<file path="src/rtl/top_uart_rx_buf.sv">
// ============================================================================
// Module      : top_uart_rx_buf
// Description : UART receiver with a 2-flop input synchronizer, configurable
//               data width / parity / stop bits, and a first-word
//               fall-through receive FIFO with sticky error flags.
// Revision    : 1.0 - initial release
// ============================================================================
`default_nettype none

module top_uart_rx_buf #(
    parameter int DATA_WIDTH = 8,
    parameter int FIFO_DEPTH = 32,
    parameter int PARITY_EN  = 0,
    parameter int PARITY_ODD = 0,
    parameter int STOP_BITS  = 1
) (
    input  logic                          clk_i_top_rx,
    input  logic                          rstn_i_top_rx,
    input  logic                          rxd_i,
    input  logic [15:0]                   baud_div_i,
    input  logic                          rx_en_i,
    input  logic                          rd_i,
    input  logic                          err_clr_i,
    output logic [DATA_WIDTH-1:0]         rd_data_o,
    output logic [$clog2(FIFO_DEPTH):0]   count_o,
    output logic                          full_o,
    output logic                          empty_o,
    output logic                          busy_o,
    output logic                          overrun_o,
    output logic                          frame_err_o,
    output logic                          parity_err_o
);

    localparam int   AW         = $clog2(FIFO_DEPTH);
    localparam logic HAS_PARITY = (PARITY_EN != 0);
    localparam logic ODD_BIT    = (PARITY_ODD != 0);

    typedef enum logic [2:0] {
        IDLE   = 3'd0,
        START  = 3'd1,
        DATA   = 3'd2,
        PARITY = 3'd3,
        STOP   = 3'd4,
        PUSH   = 3'd5
    } state_t;

    // Synchronizer and edge detector
    logic sync1, sync2, sync_prev;

    // Receiver datapath
    state_t                state;
    logic [15:0]           timer;
    logic [15:0]           div_q;
    logic [3:0]            bit_cnt;
    logic [DATA_WIDTH-1:0] shift;
    logic                  bad_par;
    logic                  bad_frame;
    logic                  busy;

    // FIFO storage
    logic [DATA_WIDTH-1:0] mem [FIFO_DEPTH];
    logic [AW-1:0]         wr_ptr;
    logic [AW-1:0]         rd_ptr;
    logic [AW:0]           count;

    // Sticky flags
    logic overrun, frame_err, parity_err;

    // Combinational helpers
    logic [15:0] div_eff;
    logic        start_seen;
    logic        tick;
    logic        frame_good;
    logic        full, empty;
    logic        in_push;
    logic        wr_en, rd_en;
    logic        ovr_set, fe_set, pe_set;
    logic        exp_par;

    // Divisors below 4 would leave no room for a mid-bit sample
    assign div_eff    = (baud_div_i < 16'd4) ? 16'd4 : baud_div_i;
    assign start_seen = sync_prev & ~sync2;
    assign tick       = (timer == 16'd0);
    assign frame_good = ~bad_par & ~bad_frame;
    assign full       = (count == (AW+1)'(FIFO_DEPTH));
    assign empty      = (count == '0);
    assign in_push    = (state == PUSH);
    // When full, a same-cycle read frees the slot the write lands in
    assign wr_en      = in_push & frame_good & (~full | rd_i);
    assign rd_en      = rd_i & ~empty;
    assign ovr_set    = in_push & frame_good & full & ~rd_i;
    assign fe_set     = in_push & bad_frame;
    assign pe_set     = in_push & bad_par;
    assign exp_par    = (^shift) ^ ODD_BIT;

    // Two-flop synchronizer plus one history flop for falling-edge detection
    always_ff @(posedge clk_i_top_rx or negedge rstn_i_top_rx) begin
        if (!rstn_i_top_rx) begin
            sync1     <= 1'b1;
            sync2     <= 1'b1;
            sync_prev <= 1'b1;
        end else begin
            sync1     <= rxd_i;
            sync2     <= sync1;
            sync_prev <= sync2;
        end
    end

    // Receiver FSM: timer and bit counter reload on every state entry
    always_ff @(posedge clk_i_top_rx or negedge rstn_i_top_rx) begin
        if (!rstn_i_top_rx) begin
            state     <= IDLE;
            timer     <= 16'd0;
            div_q     <= 16'd0;
            bit_cnt   <= 4'd0;
            shift     <= '0;
            bad_par   <= 1'b0;
            bad_frame <= 1'b0;
            busy      <= 1'b0;
        end else begin
            case (state)
                IDLE: begin
                    if (rx_en_i && start_seen) begin
                        state     <= START;
                        div_q     <= div_eff;
                        timer     <= (div_eff >> 1) - 16'd1;
                        bit_cnt   <= 4'd0;
                        bad_par   <= 1'b0;
                        bad_frame <= 1'b0;
                        busy      <= 1'b1;
                    end
                end
                START: begin
                    if (tick) begin
                        bit_cnt <= 4'd0;
                        if (!sync2) begin
                            state <= DATA;
                            timer <= div_q - 16'd1;
                        end else begin
                            state <= IDLE;
                            timer <= 16'd0;
                            busy  <= 1'b0;
                        end
                    end else begin
                        timer <= timer - 16'd1;
                    end
                end
                DATA: begin
                    if (tick) begin
                        shift <= {sync2, shift[DATA_WIDTH-1:1]};
                        timer <= div_q - 16'd1;
                        if (bit_cnt == 4'(DATA_WIDTH - 1)) begin
                            state   <= HAS_PARITY ? PARITY : STOP;
                            bit_cnt <= 4'd0;
                        end else begin
                            bit_cnt <= bit_cnt + 4'd1;
                        end
                    end else begin
                        timer <= timer - 16'd1;
                    end
                end
                PARITY: begin
                    if (tick) begin
                        bad_par <= (sync2 != exp_par);
                        state   <= STOP;
                        timer   <= div_q - 16'd1;
                        bit_cnt <= 4'd0;
                    end else begin
                        timer <= timer - 16'd1;
                    end
                end
                STOP: begin
                    if (tick) begin
                        if (!sync2) begin
                            bad_frame <= 1'b1;
                        end
                        if (bit_cnt == 4'(STOP_BITS - 1)) begin
                            state   <= PUSH;
                            timer   <= 16'd0;
                            bit_cnt <= 4'd0;
                        end else begin
                            timer   <= div_q - 16'd1;
                            bit_cnt <= bit_cnt + 4'd1;
                        end
                    end else begin
                        timer <= timer - 16'd1;
                    end
                end
                PUSH: begin
                    state   <= IDLE;
                    timer   <= 16'd0;
                    bit_cnt <= 4'd0;
                    busy    <= 1'b0;
                end
                default: begin
                    state <= IDLE;
                    busy  <= 1'b0;
                end
            endcase
        end
    end

    // FIFO pointers and occupancy; a simultaneous read and write cancel out
    always_ff @(posedge clk_i_top_rx or negedge rstn_i_top_rx) begin
        if (!rstn_i_top_rx) begin
            wr_ptr <= '0;
            rd_ptr <= '0;
            count  <= '0;
        end else begin
            if (wr_en) begin
                wr_ptr <= wr_ptr + 1'b1;
            end
            if (rd_en) begin
                rd_ptr <= rd_ptr + 1'b1;
            end
            if (wr_en && !rd_en) begin
                count <= count + 1'b1;
            end else if (rd_en && !wr_en) begin
                count <= count - 1'b1;
            end
        end
    end

    // FIFO storage array, written only from a good frame in PUSH
    always_ff @(posedge clk_i_top_rx) begin
        if (wr_en) begin
            mem[wr_ptr] <= shift;
        end
    end

    // Sticky error flags; a set in the same cycle as a clear takes priority
    always_ff @(posedge clk_i_top_rx or negedge rstn_i_top_rx) begin
        if (!rstn_i_top_rx) begin
            overrun    <= 1'b0;
            frame_err  <= 1'b0;
            parity_err <= 1'b0;
        end else begin
            overrun    <= ovr_set | (overrun    & ~err_clr_i);
            frame_err  <= fe_set  | (frame_err  & ~err_clr_i);
            parity_err <= pe_set  | (parity_err & ~err_clr_i);
        end
    end

    // Head is masked while empty so the output reads zero out of reset
    assign rd_data_o    = empty ? '0 : mem[rd_ptr];
    assign count_o      = count;
    assign full_o       = full;
    assign empty_o      = empty;
    assign busy_o       = busy;
    assign overrun_o    = overrun;
    assign frame_err_o  = frame_err;
    assign parity_err_o = parity_err;

endmodule

`default_nettype wire

</file>
<file path="config.mk">
export PLATFORM = sky130hd
export DESIGN_NAME = top_uart_rx_buf
export DESIGN_NICKNAME = d
export VERILOG_FILES = /design/src/rtl/top_uart_rx_buf.sv
export SDC_FILE = /design/constraint.sdc
export NUM_CORES = 1
export LEC_CHECK = 0
export CAP_MARGIN = 40
export CORE_UTILIZATION = 49
export CTS_BUF_LIST = sky130_fd_sc_hd__clkbuf_4 sky130_fd_sc_hd__clkbuf_8
export CTS_CLUSTER_SIZE = 30
export DETAILED_ROUTE_END_ITERATION = 12
export PLACE_DENSITY = 0.66
export REMOVE_ABC_BUFFERS = 1
export SETUP_SLACK_MARGIN = 0.3
export SLEW_MARGIN = 20
export SYNTH_ARGS = -nofsm -noshare
export SYNTH_HDL_FRONTEND = slang
export SYNTH_SLANG_ARGS = --single-unit
</file>
<file path="constraint.sdc">
create_clock -name clk_i_top_rx -period 5.7 [get_ports clk_i_top_rx]
set_clock_uncertainty 0.2 [all_clocks]
set_input_delay 0.855 -clock clk_i_top_rx [delete_from_list [all_inputs] [get_ports clk_i_top_rx]]
set_output_delay 0.855 -clock clk_i_top_rx [all_outputs]
set_load 0.005 [all_outputs]
</file>
Word level (Yosys, flattened, before mapping) --
Memories as Yosys holds them, arrays and structs flattened. Cells that the tools add are included.
Storage, ports and cells: memories kept 1, memory bits (writable) 256, bits of input ports 22, logic and storage cells 134, bits in latches 0, memory bits (read-only) 0, flip-flop bits (word level) 72
Memory list:
- mem | words 32, width 8, read ports 1, clocked after memory_dff 0, write ports 1, line 61 | logic [DATA_WIDTH-1:0] mem [FIFO_DEPTH];
Cells by class: bitwise logic cells 24, multipliers 0, shift operators 0, reduce and logical (&&, ||, !) cells 26, divide/modulo/power cells 0, magnitude comparators 1, muxes and demuxes 39, add/sub/neg operators 8, equality and inequality tests 18
Operator list (count):
- two-way mux 16 bit | 7
- one-hot mux 16 bit (5 select lines) | 1
- subtractor 16 x 1 -> 16 bit, second input constant | 2
- two-way mux 4 bit | 6
- two-way mux 3 bit | 7
- one-hot mux 4 bit (5 select lines) | 1
- != test 2 bit, second input constant | 9
- zero test 16 bit | 1
- less-than comparator 16 x 3 -> 1 bit, second input constant | 1
- subtractor 15 x 1 -> 16 bit, second input constant | 1
- one-hot mux 3 bit (5 select lines) | 1
- AND 1 bit | 12
- two-way mux 6 bit | 2
- adder 5 x 1 -> 5 bit, second input constant | 2
- nonzero test 5 bit | 2
- two-way mux 1 bit | 9
- two-way mux 8 bit | 1
- inverter 1 bit | 8
- AND reduction 4 bit | 2
- XOR reduction 8 bit | 1
- AND reduction 7 bit | 1
- adder 6 x 1 -> 6 bit, second input constant | 1
- == test 3 x 2 -> 1 bit, second input constant | 2
- == test 3 bit, second input constant | 2
- other kinds (22) | 34

Longest topological paths before layout --
Gate-level depths: netlist of run 1.
depth after elaboration 8, depth in mapped cells 14

Worst setup path before layout of run 1 --
No wires, ideal clock.
path type input -> register, from input baud_div_i[8], to register timer[10], buffers on the path 1, stages on the path 10, setup slack 2081 ps, arrival time 3332 ps, cell sequence clkbuf_1 > nor4_1 > nand3_1 > nor4_1 > nand2b_1 > ha_1 > nand3b_1 > or4_1 > xor2_1 > a211oi_2
Between the ends: cells in the longest elaborated chain, start to end 5
RTL lines:
- start: declaration | line 20 | input logic [15:0] baud_div_i,
- less-than comparator 16 x 3 -> 1 bit | line 81 | assign div_eff = (baud_div_i < 16'd4) ? 16'd4 : baud_div_i;
- two-way mux 16 bit (*) | line 81
- subtractor 15 x 1 -> 16 bit (*) | line 126 | timer <= (div_eff >> 1) - 16'd1;
- two-way mux 16 bit (*) | line 123 | if (rx_en_i && start_seen) begin
- one-hot mux 16 bit (5 select lines) (*) | line 121 | case (state)
- end signal: assignment | line 126
- end signal: assignment | line 138 | timer <= div_q - 16'd1;
- end signal: assignment | line 145 | timer <= timer - 16'd1;
- end: declaration | line 52 | logic [15:0] timer;
Every way passes the cells marked *; elsewhere a longest branch is shown, timed or not. The select of a mux whose other input is x is not followed. A chain may end at the register's enable or synchronous reset.

Worst setup path after layout of run 1 --
from register rd_ptr[0], to output rd_data_o[7]
Between the ends: cells in the longest elaborated chain, start to end 2
RTL lines:
- start: declaration | line 63 | logic [AW-1:0] rd_ptr;
- start signal: assignment | line 214 | rd_ptr <= rd_ptr + 1'b1;
- memory read (32 x 8 bit)
- two-way mux 8 bit | line 245 | assign rd_data_o = empty ? '0 : mem[rd_ptr];
- end: declaration | line 24 | output logic [DATA_WIDTH-1:0] rd_data_o,
Every way passes these cells.

==> out/results.tsv, run 1 <==
metric	value	unit
rsz0062_at_grt	false	
vias_per_cell	5.64	
port_buffers	41	
yosys.cell_count.top_type	edfxtp_1	
fmax	225	MHz
syn_inst	911	
cts_root_buffer	clkbuf_8	
hold_buffers	1	
drive_above_1_share	21.9	%
die_x	173	µm
crit_required	4.64	ns
post-route-drc-count	0	
grt_pass1_vias	8294	
postCtsSetupRepairBufs	0	
io_pins	42	
synth-seq-cells	328	
antenna_found_initial	0	
h-tree-depth	2	
run_status	complete, no violations	
synth_enable_flop_cells	256	
ys_top_cells_by_area	edfxtp_1 (54%), mux4_2 (13%), dfrtp_1 (12%), nand2_1 (2.3%), xnor2_1 (1.9%)	
grt_max_degree	54	
drt_wl_total	30200	µm
clkTransAtPathRegs	0.06	ns
startpoint_type	flop	
yosysSeqAreaShare	66.6	%
dr.pass1.iters	5	
grt_first_pass_wirelength	47800	µm
final_cell_count_no_fill	1432	
finalSetupTns	0	ns
fin_nets	1041	
power.density	336	nW/µm²
core	28600	µm²
start_util	49.8	%
timing.final.ws_setup	1.26	ns
fin_crit_sh	78.0	%
clock_path_buffers	3	
die_h	173	µm
worstPathArrival	3.39	ns
cts.repair.resized	0	
dp_hpwl	20100	µm
finalSetupViolations	0	
dp_cells	1322	
synthTopCellsByCount	edfxtp_1 (256), nand2_1 (89), mux4_2 (80), dfrtp_1 (69), nor2_1 (68)	
synth_top_area_cell	edfxtp_1	
place_congestion	0.820	
clock-sinks	328	
final_area	16500	µm²
tritoncts	done	
finalMaxSlewViolations	0	
grt-ovfl-total	0	
crit_path_max_fanout	28	
max_slew_margin	44.5	%
area_growth_syn_to_layout	15.7	%
worst_pin_slew	0.830	ns
total_power	5.54	mW
synth_area	14200	µm²
crit_type	flop to primary output	
syn_area_per_cell	15.6	µm²
avgRoutedWirePerCell	21.1	µm
yosys_most_used_dff	edfxtp_1	
vdd_drop_max	0.169	mV
hold_violations	0	
netlist.area_leader.share	53.9	%
post-place-ws	1.26	ns
first_iter_violations	546	
diodes	0	
grtUsageTotal	20.9	%
dpl-instance-area	15300	µm²
drt.antenna.violating_nets	0	
timing.final.crit_period	4.44	ns
cts_buffers	53	
critPathCaptureType	primary output	
yosysWarnings	0	
die_area	29800	µm²
cap_violations	0	
async_reset_ff_share	22.0	%
clk_latency	0.57	ns
yosysUniqueCellTypes	66	
hp-class	flop to flop	
rows	62	
leakage	6.30	nW
vias	8075	
-- cell type report --
class / instances / area (µm²)
fill: 2240 / 12100
sequential: 328 / 9500
multi-input combinational: 506 / 4460
clock buffer: 76 / 940
timing repair buffer: 77 / 828
tap: 384 / 480
clock inverter: 24 / 143
inverter: 37 / 139
-- flip-flops by register name, indices dropped and copies added (netlist names), 3 cells and up --
| name | flops |
|---|---|
| wr_ptr | 5 |
| div_q | 16 |
| bit_cnt | 4 |
| mem | 256 |
| rd_ptr | 5 |
| shift | 8 |
| timer | 16 |
| count_o | 6 |
| state | 3 |
-- metrics by stage --
stage          hold slack [ns]  util [%]
5_1_grt                  0.163      57.6
4_1_cts                  0.159      57.3
3_5_place_dp             0.151      53.5
2_1_floorplan            0.145         -
3_3_place_gp             0.147      52.6
6_report                 0.157      57.6
-- cell usage in the layout, fill, tap and decap left out, types with 12 or more instances in the layout --
cell type and n:
inv_1 35, clkbuf_8 59, buf_4 24, nand2_1 89, clkdlybuf4s50_1 40, edfxtp_1 256, xnor2_1 31, ha_1 15
o22ai_1 12, nor3_1 12, o21ai_0 19, xor2_1 15, o21ai_1 19, clkbuf_4 17, nor2_1 68, mux4_2 80
dfrtp_1 67
-- where the power goes --
group / internal [mW] / total [mW] / switching, mW
combinational: 0.425 / 0.819 / 0.394
clock: 1.11 / 2.01 / 0.901
sequential: 2.60 / 2.71 / 0.111
total: 4.13 / 5.54 / 1.41
-- metal layers --
layer  GRT usage [%]  vias up  part of all wire, %
met3            3.61       49                  5.0
met2            35.2      210                   50
met5               0        -                    0
met4            5.32        0                  1.9
li1                -     3712                    -
met1            28.3     4104                   43
-- final timing paths --
path | from | to | slack (ns) | depth (start not counted)
setup / recovery | rd_ptr[0] | rd_data_o[7] | 1.26 | 7
hold / removal | sync1 | sync2 | 0.16 | 0
setup reg to reg | count_o[0] | count_o[5] | 1.93 | 14
hold reg to reg | sync1 | sync2 | 0.16 | 0
max in group asynchronous | rstn_i_top_rx | sync1 | 4.16 | 3
min in group asynchronous | rstn_i_top_rx | timer[14] | 0.53 | 2
-- logic make-up after synthesis --
kind of cell / Yosys count / synth area share, %
AO/OA/AOI/OAI: 106 / 4.86
adder cells (fa/ha/maj): 16 / 1.46
multiplexers: 91 / 13.5
buffers and inverters: 77 / 2.11
AND/OR/NAND/NOR: 247 / 8.64
XOR/XNOR: 46 / 2.83
flip-flops: 328 / 66.6
-- worst max-delay path, stage by stage, from the launching register on --
cell and delay (ns):
dfrtp_4 0.57, buf_12 0.29, buf_12 0.26, mux4_2 0.56, mux4_2 0.51, inv_1 0.08, o22ai_1 0.08, clkdlybuf4s50_1 0.46
Note: power is estimated with default switching activity, not from simulation.
==> run 2: changes to the inputs <==
==> constraint.sdc (replaced) <==
create_clock -name clk_i_top_rx -period 4.5 [get_ports clk_i_top_rx]
set_clock_uncertainty 0.2 [all_clocks]
set_input_delay 0.675 -clock clk_i_top_rx [delete_from_list [all_inputs] [get_ports clk_i_top_rx]]
set_output_delay 0.675 -clock clk_i_top_rx [all_outputs]
set_load 0.005 [all_outputs]
==> run 2 against run 1 <==
  * Highest routed layer unchanged
  * Global-route usage rose by 0.30 points
  * Routed wire length rose by 0.79%
  * Final area fell by 1.2%
  * Hold slack got worse by 0.0011 ns
  * Flip-flop and latch count did not move
  * Final cell count fell by 0.56%
  * Via count barely moved
  * Die area did not move
  * Utilization fell by 0.70 points
  * Clock power rose by 21%
  * Total power rose by 24%
==> out/results.tsv, run 2 (same netlist as run 1, synthesis figures left out) <==
metric	value	unit
run_status	complete, no violations	
vias	8072	
rows	62	
crit_path_max_fanout	47	
fillers	2267	
grt_first_pass_wirelength	48200	µm
hold_start	sync1	
rr_worst_depth	14	
die_x	173	µm
postCtsSetupRepairBufs	0	
seqPwrFrac	49.5	%
critPathCaptureType	primary output	
grt_pass1_vias	8270	
clkTransAtPathRegs	0.06	ns
place_congestion	0.883	
path_cells	buf_12 > mux4_2 > mux4_2 > inv_1 > o22ai_1 > clkdlybuf4s50_1	
cts_root_buffer	clkbuf_8	
p_int	5.07	mW
drive_above_1_share	21.3	%
timing.final.crit_period	4.02	ns
fmax	249	MHz
clock-sinks	328	
h-tree-depth	2	
drt.antenna.violating_nets	0	
final_common_cell	edfxtp_1	
grt_max_degree	48	
mostFrequentLayoutCells	edfxtp_1 (256), nand2_1 (89), mux4_2 (80), nor2_1 (68), dfrtp_1 (67)	
power.density	423	nW/µm²
core	28600	µm²
fin_crit_sh	89.2	%
port_buffers	41	
r2r-end	count_o[5]	
clk_latency	0.58	ns
rrSetupSlack	0.99	ns
drt_wl_total	30400	µm
crit_required	3.62	ns
io_pins	42	
cpMaxStageDelayCell	mux4_2	
first_iter_violations	645	
die_area	29800	µm²
avgRoutedWirePerCell	21.4	µm
cap_violations	0	
vdd_drop_max	0.365	mV
hold_violations	0	
holdPathStages	0	
diodes	0	
fin_nets	1035	
comb_power_share	15.0	%
worstPathArrival	3.14	ns
start_util	49.8	%
finalSetupTns	0	ns
top_register	mem	
vias_per_cell	5.67	
cpPeakStageDelay	0.60	ns
dpl-instance-area	15200	µm²
switching_share	26.3	%
max_slew_margin	46.0	%
finalMaxSlewViolations	0	
cts_buffers	52	
area_growth_syn_to_layout	14.3	%
rsz0062_at_grt	false	
startpoint_type	flop	
hp-class	flop to flop	
p_sw	1.81	mW
min_to	sync2	
p_clk_share	35.5	%
cts.repair.resized	0	
worst_pin_slew	0.807	ns
reg_top3	mem (256), div_q (16), timer (16)	
leakage	6.21	nW
total_power	6.89	mW
tritoncts	done	
regToRegStartpoint	count_o[0]	
cp_num_buf_inv	3	
largest_reg_flops	256	
finalSetupViolations	0	
path_delay_family	multiplexers	
dp_hpwl	19500	µm
final_area	16300	µm²
grt-ovfl-total	0	
post-route-drc-count	0	
die_h	173	µm
whs	0.156	ns
critPathMostFrequentCell	mux4_2	
clock_path_buffers	3	
antenna_found_initial	0	
crit_type	flop to primary output	
dr.pass1.iters	5	
grtUsageTotal	21.2	%
run 2: changes by cell type in the layout (fill, tap and decap cells not counted), moves of 2 or more:
cell	change
buf_8	-4
buf_4	+2
clkbuf_8	-4
clkinv_2	+3
buf_16	-3
run 2: timing repair:
item                                    4_1_cts  5_1_grt
hold buffers                                  1        0
endpoints found under the setup margin        0        0
hold endpoints to repair                     34        0
run 2: metal layers:
| metal | vias to the layer above | wire, µm | track usage [%] |
|---|---|---|---|
| met1 | 4079 | 13000 | 29.5 |
| met5 | - | 0 | 0 |
| met3 | 41 | 1930 | 4.46 |
| met4 | 0 | 433 | 5.28 |
| met2 | 252 | 15100 | 34.2 |
| li1 | 3700 | - | - |
run 2: layout make-up:
class	count	area, µm²	share of cell area [%]
Clock buffer	71	877	5.39
Clock inverter	26	134	0.822
Inverter	37	139	0.853
Multi-Input combinational cell	506	4460	27.4
Sequential cell	328	9500	58.3
Tap cell	384	480	2.95
Timing Repair Buffer	72	701	4.30
run 2: worst register-to-register path: stages (launching register included):
cell and delay (ns):
dfrtp_1 0.44, or4_1 0.60, or3_1 0.39, inv_2 0.07
nor2_1 0.08, inv_2 0.09, ha_1 0.24, inv_1 0.14
ha_1 0.29, a21o_1 0.17, a21oi_1 0.21, nor2_1 0.09
nand4_1 0.09, o211ai_1 0.11, xor2_1 0.15
run 2: worst max path at each step:
stage	startpoint	endpoint	cells after the start
floorplan	rd_ptr[0]	rd_data_o[0]	4
global placement	baud_div_i[8]	timer[10]	10
detailed placement	baud_div_i[8]	timer[10]	10
CTS	rd_ptr[0]	rd_data_o[2]	6
global route	rd_ptr[0]	rd_data_o[2]	6
finish	rd_ptr[0]	rd_data_o[3]	6
run 2: power by group through the flow:
stage / Sequential, mW / Combinational [mW] / Clock (mW)
3_5_place_dp: 3.47 / 1.06 / 0
5_1_grt: 3.42 / 1.13 / 2.64
2_1_floorplan: 3.65 / 0.494 / 0
6_report: 3.41 / 1.03 / 2.44
3_3_place_gp: 3.49 / 1.01 / 0
4_1_cts: 3.41 / 1.06 / 2.49
run 2: through the flow:
stage | instances | utilization [%] | worst slack (ns)
floorplan | 871 | - | -0.237
global placement | 1316 | 53.0 | 0.539
detailed placement | 1319 | 53.1 | 0.513
CTS | 1417 | 56.7 | 0.406
global route | 1424 | 56.9 | 0.340
finish | 1424 | 56.9 | 0.485
==> run 3: changes to the inputs <==
--- a/config.mk
+++ b/config.mk
@@ -6,11 +6,12 @@
 export NUM_CORES = 1
 export LEC_CHECK = 0
 export CAP_MARGIN = 40
+export CORE_MARGIN = 3
 export CORE_UTILIZATION = 49
 export CTS_BUF_LIST = sky130_fd_sc_hd__clkbuf_4 sky130_fd_sc_hd__clkbuf_8
 export CTS_CLUSTER_SIZE = 30
 export DETAILED_ROUTE_END_ITERATION = 12
-export PLACE_DENSITY = 0.66
+export PLACE_DENSITY = 0.71
 export REMOVE_ABC_BUFFERS = 1
 export SETUP_SLACK_MARGIN = 0.3
 export SLEW_MARGIN = 20
==> run 3 against run 2 <==
  * Hold slack improved by 0.0017 ns
  * Clock power increased by 2%
  * Sequential share of layout area fell by 0.22 points
  * Critical path depth unchanged
  * Routed wire length barely moved
  * Register-to-register slack got worse by 0.10 ns
  * Critical path type unchanged
  * Critical endpoint is now rd_data_o[7]
  * Highest routed layer unchanged
==> out/results.tsv, run 3 (same netlist as run 1, synthesis figures left out) <==
metric	value	unit
crit_type	flop to primary output	
run_status	complete, no violations	
area_growth_syn_to_layout	14.7	%
dp_cells	1310	
total_power	6.97	mW
cts_buffers	52	
h-tree-depth	2	
grt-ovfl-total	0	
drt.antenna.violating_nets	0	
worst_pin_slew	0.843	ns
worstPathArrival	3.10	ns
finalMaxSlewViolations	0	
startpoint_type	flop	
grt_pass1_vias	8343	
final_cell_count_no_fill	1416	
rrSetupSlack	0.89	ns
clock_path_buffers	3	
clk_latency	0.57	ns
leakage	6.21	nW
rows	61	
top_register	mem	
core	28200	µm²
dp_hpwl	20000	µm
switching_share	26.0	%
timing.final.ws_setup	0.521	ns
antenna_found_initial	0	
power.density	426	nW/µm²
whs	0.158	ns
fmax	251	MHz
max_slew_margin	43.6	%
comb_power_share	15.5	%
crit_path_max_fanout	37	
fin_util	57.9	%
final_common_cell	edfxtp_1	
grt_max_degree	52	
dr.pass1.iters	5	
p_sw	1.81	mW
tritoncts	done	
fin_crit_sh	88.4	%
grtUsageTotal	20.1	%
die_h	177	µm
first_iter_violations	1006	
cts_root_buffer	clkbuf_8	
clkTransAtPathRegs	0.06	ns
start_util	50.5	%
hp-class	flop to flop	
critPathCaptureType	primary output	
finalSetupViolations	0	
die_area	31200	µm²
rsz0062_at_grt	false	
largest_reg_flops	256	
cap_violations	0	
drt_wl_total	30400	µm
place_congestion	0.817	
die_x	177	µm
grt_first_pass_wirelength	48100	µm
vdd_drop_max	0.302	mV
mostFrequentLayoutCells	edfxtp_1 (256), nand2_1 (89), mux4_2 (80), nor2_1 (68), dfrtp_1 (67)	
vias	8112	
p_clk_share	35.7	%
hold_violations	0	
seqPwrFrac	48.8	%
p_int	5.16	mW
timing.final.crit_period	3.98	ns
post-place-ws	0.467	ns
clock-sinks	328	
port_buffers	41	
fin_nets	1034	
vias_per_cell	5.73	
post-route-drc-count	0	
diodes	0	
io_pins	42	
reg_top3	mem (256), div_q (16), timer (16)	
avgRoutedWirePerCell	21.5	µm
drive_above_1_share	20.3	%
crit_required	3.62	ns
run 3: changes by cell type in the layout (fill, tap and decap cells not counted), sizes merged:
cell      change
clkbuf        -6
clkinv        +4
bufinv        +2
buf           -1
clkinvlp      -1
run 3: worst max-delay path, stage by stage, from the launching register on:
cell and delay (ns):
dfrtp_2 0.66, buf_12 0.31, mux4_2 0.39, mux4_2 0.49, inv_1 0.07, o22ai_1 0.12, clkdlybuf4s50_1 0.49
run 3: path summary, 6_finish.rpt:
check                                   start           end  cells after the start
worst max register to register     count_o[0]    count_o[5]                     14
worst min register to register          sync1         sync2                      0
max in group asynchronous       rstn_i_top_rx     sync_prev                      3
min in group asynchronous       rstn_i_top_rx     wr_ptr[3]                      2
worst min-delay path                    sync1         sync2                      0
worst max-delay path                rd_ptr[1]  rd_data_o[7]                      6
run 3: timing repair:
action	4_1_cts	5_1_grt
endpoints found under the hold margin	21	0
setup endpoints to repair	1	3
buffers inserted	0	3
hold buffers	1	0
resized for setup	1	0
run 3: routing by layer:
metal / global-route usage, % / part of all wire, %
met1: 29.0 / 43
met2: 32.8 / 49
met5: 0 / 0
met4: 4.48 / 1.3
met3: 3.46 / 6.4
run 3: power groups by stage:
stage	Sequential [mW]	Clock, mW	Combinational (mW)
2_1_floorplan	3.65	0	0.494
6_report	3.40	2.49	1.08
5_1_grt	3.41	2.68	1.18
4_1_cts	3.42	2.55	1.06
3_5_place_dp	3.48	0	1.05
3_3_place_gp	3.51	0	1.00
run 3: cell type report:
class / instances / area [µm²]
fill: 2196 / 11900
sequential: 328 / 9500
multi-input combinational: 506 / 4460
clock buffer: 65 / 832
timing repair buffer: 71 / 754
tap: 378 / 473
clock inverter: 31 / 195
inverter: 37 / 139
run 3: stage by stage:
stage | cell area [µm²] | TNS [ns]
2_1_floorplan | 14100 | -1.90
3_3_place_gp | 15100 | 0
3_5_place_dp | 15200 | 0
4_1_cts | 16300 | 0
5_1_grt | 16300 | 0
6_report | 16300 | 0
